[config.mk]
export PLATFORM = sky130hd
export DESIGN_NAME = ps2_scancode_decoder
export DESIGN_NICKNAME = d
export VERILOG_FILES = /design/src/rtl/ps2_scancode_decoder.sv
export SDC_FILE = /design/constraint.sdc
export NUM_CORES = 1
export LEC_CHECK = 0
export CAP_MARGIN = 20
export CORE_MARGIN = 3
export CORE_UTILIZATION = 28
export CTS_CLUSTER_DIAMETER = 80
export DETAILED_ROUTE_END_ITERATION = 10
export GPL_TIMING_DRIVEN = 0
export SLEW_MARGIN = 5
export SYNTH_ARGS = -nofsm -noshare
export SYNTH_HDL_FRONTEND = slang
export SYNTH_SLANG_ARGS = --single-unit
[constraint.sdc]
create_clock -name clk -period 3.9 [get_ports clk]
set_clock_uncertainty 0.1 [all_clocks]
set_input_delay 0.975 -clock clk [delete_from_list [all_inputs] [get_ports clk]]
set_output_delay 0.975 -clock clk [all_outputs]
set_load 0.02 [all_outputs]
[src/rtl/ps2_scancode_decoder.sv]
// PS/2 set-2 scan-code parser, US-layout ASCII translator and event FIFO.
// Feeds the memory-mapped keyboard register.
module ps2_scancode_decoder #(
  parameter int DEPTH = 8
) (
  input  logic                     clk,
  input  logic                     rst,
  input  logic [7:0]               scanCode,
  input  logic                     scanCodeReady,
  input  logic                     evtRead,
  output logic                     evtValid,
  output logic [7:0]               evtData,
  output logic [$clog2(DEPTH):0]   evtCount,
  output logic                     overflow,
  output logic                     capsLock,
  output logic                     shiftHeld,
  output logic                     ctrlHeld
);

  localparam int AW = $clog2(DEPTH);
  localparam int CW = AW + 1;

  typedef enum logic [2:0] {
    IDLE, EXT, BRK, EBRK, SKIP
  } state_t;

  state_t     state, nstate;
  logic [2:0] skip, nskip;
  logic       mk, bk, ext;
  logic       lshift, rshift, lctrl, rctrl, caps_held;
  logic [7:0] lc, dg, sy, sp, tr_ch;
  logic       tr_hit, emit;
  logic       pend_v;
  logic [7:0] pend_d;

  logic [7:0]    mem [DEPTH];
  logic [AW-1:0] wr_ptr, rd_ptr;
  logic [CW-1:0] count;
  logic          full, pop, push_ok;

  assign shiftHeld = lshift | rshift;
  assign ctrlHeld  = lctrl | rctrl;

  always_comb begin
    nstate = state;
    nskip  = skip;
    mk     = 1'b0;
    bk     = 1'b0;
    ext    = 1'b0;
    unique case (state)
      IDLE: begin
        if (scanCode == 8'hE0) nstate = EXT;
        else if (scanCode == 8'hF0) nstate = BRK;
        else if (scanCode == 8'hE1) begin
          nstate = SKIP;
          nskip  = 3'd7;
        end else if (scanCode != 8'hAA && scanCode != 8'hFA) mk = 1'b1;
      end
      EXT: begin
        if (scanCode == 8'hF0) nstate = EBRK;
        else begin
          mk     = 1'b1;
          ext    = 1'b1;
          nstate = IDLE;
        end
      end
      BRK: begin
        bk     = 1'b1;
        nstate = IDLE;
      end
      EBRK: begin
        bk     = 1'b1;
        ext    = 1'b1;
        nstate = IDLE;
      end
      SKIP: begin
        nskip = skip - 3'd1;
        if (skip == 3'd1) nstate = IDLE;
      end
      default: nstate = IDLE;
    endcase
  end

  always_comb begin
    case (scanCode)
      8'h1C: lc = "a";  8'h32: lc = "b";  8'h21: lc = "c";
      8'h23: lc = "d";  8'h24: lc = "e";  8'h2B: lc = "f";
      8'h34: lc = "g";  8'h33: lc = "h";  8'h43: lc = "i";
      8'h3B: lc = "j";  8'h42: lc = "k";  8'h4B: lc = "l";
      8'h3A: lc = "m";  8'h31: lc = "n";  8'h44: lc = "o";
      8'h4D: lc = "p";  8'h15: lc = "q";  8'h2D: lc = "r";
      8'h1B: lc = "s";  8'h2C: lc = "t";  8'h3C: lc = "u";
      8'h2A: lc = "v";  8'h1D: lc = "w";  8'h22: lc = "x";
      8'h35: lc = "y";  8'h1A: lc = "z";
      default: lc = 8'h00;
    endcase
  end

  always_comb begin
    case (scanCode)
      8'h45: begin dg = "0"; sy = ")"; end
      8'h16: begin dg = "1"; sy = "!"; end
      8'h1E: begin dg = "2"; sy = "@"; end
      8'h26: begin dg = "3"; sy = "#"; end
      8'h25: begin dg = "4"; sy = "$"; end
      8'h2E: begin dg = "5"; sy = "%"; end
      8'h36: begin dg = "6"; sy = "^"; end
      8'h3D: begin dg = "7"; sy = "&"; end
      8'h3E: begin dg = "8"; sy = "*"; end
      8'h46: begin dg = "9"; sy = "("; end
      default: begin dg = 8'h00; sy = 8'h00; end
    endcase
  end

  always_comb begin
    case (scanCode)
      8'h29:   sp = 8'h20;
      8'h5A:   sp = 8'h0D;
      8'h66:   sp = 8'h08;
      8'h0D:   sp = 8'h09;
      8'h76:   sp = 8'h1B;
      default: sp = 8'h00;
    endcase
  end

  // Modifier flags here are the pre-byte state, as translation requires
  always_comb begin
    tr_hit = 1'b0;
    tr_ch  = 8'h00;
    if (lc != 8'h00) begin
      tr_hit = 1'b1;
      if (ctrlHeld) tr_ch = lc & 8'h1F;
      else if (shiftHeld ^ capsLock) tr_ch = lc - 8'h20;
      else tr_ch = lc;
    end else if (dg != 8'h00) begin
      tr_hit = 1'b1;
      tr_ch  = shiftHeld ? sy : dg;
    end else if (sp != 8'h00) begin
      tr_hit = 1'b1;
      tr_ch  = sp;
    end
  end

  assign emit = mk & tr_hit & (~ext | (scanCode == 8'h5A));

  always_ff @(posedge clk or negedge rst) begin
    if (!rst) begin
      state     <= IDLE;
      skip      <= 3'd0;
      lshift    <= 1'b0;
      rshift    <= 1'b0;
      lctrl     <= 1'b0;
      rctrl     <= 1'b0;
      capsLock  <= 1'b0;
      caps_held <= 1'b0;
      pend_v    <= 1'b0;
      pend_d    <= 8'h00;
    end else begin
      pend_v <= scanCodeReady & emit;
      pend_d <= tr_ch;
      if (scanCodeReady) begin
        state <= nstate;
        skip  <= nskip;
        if ((mk | bk) & ~ext & (scanCode == 8'h12)) lshift <= mk;
        if ((mk | bk) & ~ext & (scanCode == 8'h59)) rshift <= mk;
        if ((mk | bk) & (scanCode == 8'h14)) begin
          if (ext) rctrl <= mk;
          else lctrl <= mk;
        end
        if (mk & (scanCode == 8'h58)) begin
          if (!caps_held) capsLock <= ~capsLock;
          caps_held <= 1'b1;
        end
        if (bk & (scanCode == 8'h58)) caps_held <= 1'b0;
      end
    end
  end

  assign full    = (count == CW'(DEPTH));
  assign pop     = evtRead & (count != '0);
  assign push_ok = pend_v & (~full | pop);

  always_ff @(posedge clk or negedge rst) begin
    if (!rst) begin
      wr_ptr   <= '0;
      rd_ptr   <= '0;
      count    <= '0;
      overflow <= 1'b0;
    end else begin
      if (push_ok) wr_ptr <= wr_ptr + AW'(1);
      if (pop) rd_ptr <= rd_ptr + AW'(1);
      if (pend_v & ~push_ok) overflow <= 1'b1;
      count <= count + CW'(push_ok) - CW'(pop);
    end
  end

  always_ff @(posedge clk) begin
    if (push_ok) mem[wr_ptr] <= pend_d;
  end

  assign evtValid = (count != '0);
  assign evtData  = evtValid ? mem[rd_ptr] : 8'h00;
  assign evtCount = count;

endmodule

Word-level counts from Yosys, hierarchy flattened
Memories as Yosys holds them, arrays and structs flattened.
Cells that the tools add are included.
Storage, ports and cells
  register bits: 32
  bits in latches: 0
  memory bits (writable): 64
  memory bits (read-only): 896
  bits of input ports: 12
  output and inout bits: 17
  word-level logic and storage cells: 133
  memories: 2
Memory list
  (name not given): words 128, bits a word 7, rd ports 1, clocked after Yosys merged registers in 0, wr ports 0, line 85  | case (scanCode)
  mem: words 8, bits a word 8, rd ports 1, clocked after Yosys merged registers in 0, wr ports 1, line 36  | logic [7:0] mem [DEPTH];
Cells by class
  add/subtract/negate cells: 6
  multiply operators: 0
  divide/modulo/power cells: 0
  $lt $le $gt $ge: 0
  equality and inequality tests: 35
  shift operators: 0
  mux-type cells: 36
  bitwise logic cells: 23
  reduce and logical (&&, ||, !) cells: 17
Operator list (count)
  $pmux 7 s10: 1
  $mux 8: 8
  $pmux 6 s10: 1
  $eq 8x6->1 const B: 7
  $eq 8x7->1 const B: 7
  $eq 8x5->1 const B: 4
  $pmux 6 s5: 1
  $eq 8x8->1 const B: 3
  $reduce_bool 8->1: 3
  $mux 3: 7
  $ne 8x8->1 const B: 2
  $mux 1: 13
  $and 1x1->1: 12
  $reduce_and 3->1: 4
  $pmux 3 s3: 1
  $eq 8x4->1 const B: 1
  $ne 2x2->1 const B: 4
  $sub 8x6->8 const B: 1
  $add 3x1->3 const B: 2
  $eq 3x1->1 const B: 2
  $eq 3x2->1 const B: 2
  $pmux 3 s2: 1
  $reduce_and 2->1: 3
  $not 1->1: 5
  other kinds (16): 22

Depth between registers and ports, before layout
  depth in word-level cells: 11
  depth in mapped cells: 11
  gate-level depth less buffers: 10

Worst setup path before layout
No wires, ideal clock.
  path type: in2reg
  start: in scanCode[1]
  end: reg pend_d[5]
  library setup time: 0.125 ns
  arrival: 3.055 ns
  data required time: 3.675 ns
  setup slack: 0.620 ns
  stages on the path: 9
  buffers on the path: 1
  path through: inv_1 -> ha_1 -> mux4_2 -> and2_0 -> a311oi_1 -> nand4_1 -> or3_1 -> buf_6 -> mux2_4
On the way
  cells in the longest elaborated chain, start to end: 6
  elaborated cells on any way between the ends: 30
  classes of those cells: add/sub: 1; eq/ne: 15; mux: 10; reduce/logical: 3; memory: 1
RTL lines
  from (decl): line 8  | input logic [7:0] scanCode,
  $mem_v2 128x7 (tied with other cells)
  $mux 8 / $pmux 6 s5 (equally long branches): line 85, 116
  $sub 8x6->8 / $reduce_bool 8->1 (equally long branches): line 133, 138
  $mux 8 (on tied branches): line 133, 138
  $mux 8 (on tied branches): line 132, 135
  $mux 8 (*): line 130  | if (lc != 8'h00) begin
  net tr_ch[5]: line 31  | logic [7:0] lc, dg, sy, sp, tr_ch;
  to (signal assigned): line 160  | pend_d <= tr_ch;
  to (decl): line 34  | logic [7:0] pend_d;
The timed path passes the listed nets; every way through them passes the cells marked *.
A chain may end at the register's enable or synchronous reset.

Final worst setup path
  start: in scanCode[0]
  end: reg pend_d[6]
On the way
  cells in the longest elaborated chain, start to end: 6
  elaborated cells on any way between the ends: 22
  classes of those cells: add/sub: 1; eq/ne: 10; mux: 8; reduce/logical: 2; memory: 1
RTL lines
  $mem_v2 128x7
  $mux 8: line 85
  $sub 8x6->8: line 133  | else if (shiftHeld ^ capsLock) tr_ch = lc - 8'h20;
  $mux 8: line 133
  $mux 8: line 132  | if (ctrlHeld) tr_ch = lc & 8'h1F;
  $mux 8 (*): line 130
  net tr_ch[6]: line 31
Marks and branches as above.

==> impl_metrics.env <==
export IMPL_nFillCells=1755
export IMPL_rsz0062_at_grt="false"
export IMPL_place_ws_ns=-0.720
export IMPL_synth_top_cell_area_share_pct=37.7
export IMPL_antenna_found_initial=0
export IMPL_fmaxAchievable_mhz=264
export IMPL_drive_gt1_share_pct=12.2
export IMPL_synth_top_flop_cell="edfxtp_1"
export IMPL_syn_inst=429
export IMPL_p_int_uw=2320
export IMPL_root_buffer="clkbuf_16"
export IMPL_worst_path_max_delay_cell="clkdlybuf4s50_1"
export IMPL_num_antenna_cells=0
export IMPL_die_height_um=141
export IMPL_yosys_area_top_type="edfxtp_1"
export IMPL_fin_tns_setup_ns=0
export IMPL_overflow=0
export IMPL_clk_pin_slew_ns=0.07
export IMPL_holdWs_ns=0.380
export IMPL_cts_made_buffers=9
export IMPL_cp_data_required_time_ns=4.03
export IMPL_core_area_mm2=0.0175
export IMPL_crit_chain="clkdlybuf4s50_1 > inv_1 > ha_1 > mux4_2 > and2_0 > a311oi_1 > nand4_1 > or3_1 > buf_6 > mux2_4"
export IMPL_placementRows=48
export IMPL_clock_sinks=96
export IMPL_period_needed_ns=3.78
export IMPL_vias_per_cell=5.07
export IMPL_slew_viol_final=0
export IMPL_hp_class="flop to flop"
export IMPL_finalWeightedCongestion=0.903
export IMPL_wl_mm=11.7
export IMPL_ys_ff_latch=96
export IMPL_dr_pass1_iters=4
export IMPL_vdd_drop_max_uv=412
export IMPL_critPathCaptureType="flop"
export IMPL_nets=501
export IMPL_clkPwrFrac_pct=26.8
export IMPL_p_comb_share_pct=35.7
export IMPL_startpoint_type="primary input"
export IMPL_ios=29
export IMPL_syn_area_mm2=0.00510
export IMPL_synth_warnings=0
export IMPL_grt_pass1_wl_mm=19.5
export IMPL_drv_cap=0
export IMPL_dp_hpwl_mm=8.51
export IMPL_netSwitchingFraction_pct=32.0
export IMPL_die_area_mm2=0.0199
export IMPL_tightest_slew_ns=0.834
export IMPL_worst_slack_ns=0.118
export IMPL_slew_headroom_pct=43.6
export IMPL_path_max_fanout=7
export IMPL_fin_crit_sh_pct=97.0
export IMPL_power_density_mw_per_mm2=569
export IMPL_route_detailed_drc=0
export IMPL_hold_viol=0
export IMPL_critical_path_arrival_ns=3.91
export IMPL_tritoncts="yes"
export IMPL_total_power_uw=3410
export IMPL_track_usage_pct=12.4
export IMPL_async_reset_ff_share_pct=33.3
export IMPL_syn2layout_area_growth_pct=17.6
export IMPL_final_common_cell="edfxtp_1"
export IMPL_power_leakage_uw=0.00225
export IMPL_path_class="primary input to flop"
export IMPL_insertion_delay_ns=0.34
export IMPL_p_sw_uw=1090
export IMPL_synth_edff_count=64
export IMPL_crit_family="simple AND/OR/NAND/NOR gates"
export IMPL_initialDrtViolationCount=230
export IMPL_syn_num_nets=460
export IMPL_grt_max_degree=33
export IMPL_grt_pass1_vias=3664
export IMPL_clockBufferDepth=2
export IMPL_outcome="complete, no violations"
export IMPL_dr_total_vias=3551
export IMPL_yosysSeqAreaShare_pct=53.4
export IMPL_slowest_delay_ns=0.53
export IMPL_cts_max_level=3
export IMPL_port_buffers=27
export IMPL_drtAntennaViolNets=0
export IMPL_final_cell_mix="64 x edfxtp_1, 43 x nor2_1, 32 x nand2_1, 32 x dfrtp_1, 25 x clkdlybuf4s50_1"
export IMPL_fp_dieW_um=141
export IMPL_start_util_pct=29.1
export IMPL_synth_distinct_cells=61
export IMPL_synth_area_per_cell_um2=11.9
export IMPL_detail_route_wl_per_cell_um=16.7
export IMPL_setup_violations=0
export IMPL_crit_buf_inv=3
export IMPL_yosys_top_cells_area="edfxtp_1 38%, dfrtp_1 16%, mux4_2 7.5%, ha_1 4.4%, nor2_1 3.2%"
export IMPL_pwr_share_seq_pct=37.5
==> layer usage <==
metal / global-route usage [%] / vias up / part of all wire [%] / routed length (µm)
met2: 20.2 / 99 / 48 / 5640
met3: 2.41 / 19 / 4.1 / 484
met4: 4.95 / 0 / 2.4 / 278
met5: 0 / - / 0 / 0
li1: - / 1690 / - / -
met1: 16.3 / 1743 / 45 / 5260
==> cells by family (layout without fill, tap and decap cells) <==
group	count (synthesis)	count (layout)	synth area share (%)
compound gates	76	76	10.5
xor+xnor	10	10	1.72
fa+ha+maj	19	19	4.81
buf+inv	44	90	3.61
flops	96	96	53.4
mux	34	34	11.1
simple gates	150	150	14.9
==> final timing paths <==
check / startpoint / end / slack, ns / cells after the start
setup / recovery: scanCode[0] / pend_d[6]$_DFF_PN0_ / 0.12 / 10
hold / removal: overflow$_DFFE_PN0P_ / overflow$_DFFE_PN0P_ / 0.38 / 1
setup reg to reg: evtCount[2]$_DFF_PN0_ / evtCount[2]$_DFF_PN0_ / 1.20 / 10
hold reg to reg: overflow$_DFFE_PN0P_ / overflow$_DFFE_PN0P_ / 0.38 / 1
max in group asynchronous: rst / rd_ptr[1]$_DFFE_PN0P_ / 2.61 / 1
min in group asynchronous: rst / skip[0]$_DFFE_PN0P_ / 0.60 / 1
==> per-stage QoR <==
stage / cell area, µm² / std cells / util, %
6_report: 5990 / 700 / 34.2
5_1_grt: 5990 / 700 / 34.2
4_1_cts: 5980 / 699 / 34.1
3_5_place_dp: 5660 / 683 / 32.3
3_3_place_gp: 5650 / 681 / 32.2
2_1_floorplan: 5100 / 429 / -
==> sequential cells by signal, summed over array words and instances, names as in the netlist, 3 cells and up <==
signal    count
pend_d        8
mem          64
state         3
wr_ptr        3
skip          3
evtCount      4
rd_ptr        3
==> synth_stat cells, drive strengths merged, types with 3 or more instances <==
| cell | number |
|---|---|
| ha | 18 |
| buf | 9 |
| xnor2 | 7 |
| a21oi | 14 |
| a41oi | 3 |
| or2 | 4 |
| o31ai | 5 |
| xor2 | 3 |
| nand2b | 17 |
| mux4 | 17 |
| inv | 21 |
| mux2i | 13 |
| a21o | 4 |
| a31oi | 3 |
| nand3 | 8 |
| o21ai | 13 |
| o22ai | 3 |
| dfrtp | 32 |
| nand3b | 5 |
| nor2 | 43 |
| nor2b | 7 |
| a211oi | 3 |
| nand4 | 4 |
| edfxtp | 64 |
| or3 | 4 |
| o221ai | 4 |
| nor4 | 4 |
| nor3 | 10 |
| clkbuf | 14 |
| mux2 | 4 |
| nand2 | 32 |
==> final cells by class <==
cell class,count,area [µm²],area share [%]
buffer,23,113,1.88
clock buffer,11,254,4.24
clock inverter,5,61.3,1.02
inverter,21,78.8,1.31
multi-input combinational,289,2200,36.7
sequential,96,2720,45.4
tap,225,282,4.70
timing repair buffer,30,283,4.72
==> power groups by stage <==
| stage | clock network, µW | logic, µW | registers, µW |
|---|---|---|---|
| floorplan | 0 | 789 | 1310 |
| global placement | 0 | 1210 | 1300 |
| detailed placement | 0 | 1240 | 1300 |
| CTS | 935 | 1250 | 1280 |
| global route | 987 | 1350 | 1300 |
| finish | 913 | 1220 | 1280 |
==> worst register-to-register path: stages, from the launching register on <==
cell and delay (ns):
dfrtp_1 0.38, inv_1 0.10, ha_1 0.18, and2_1 0.12, clkbuf_1 0.41, inv_1 0.16, nand2_1 0.25, mux2i_1 0.12
ha_1 0.22, fa_1 0.38, xor2_1 0.17
==> what timing repair did <==
action,CTS,global route
setup buffers,0,1
resized for setup,10,6
setup endpoints to repair,15,8
pin swaps,1,0
hold buffers,0,0
No activity file was read; power rests on OpenSTA's default activity.
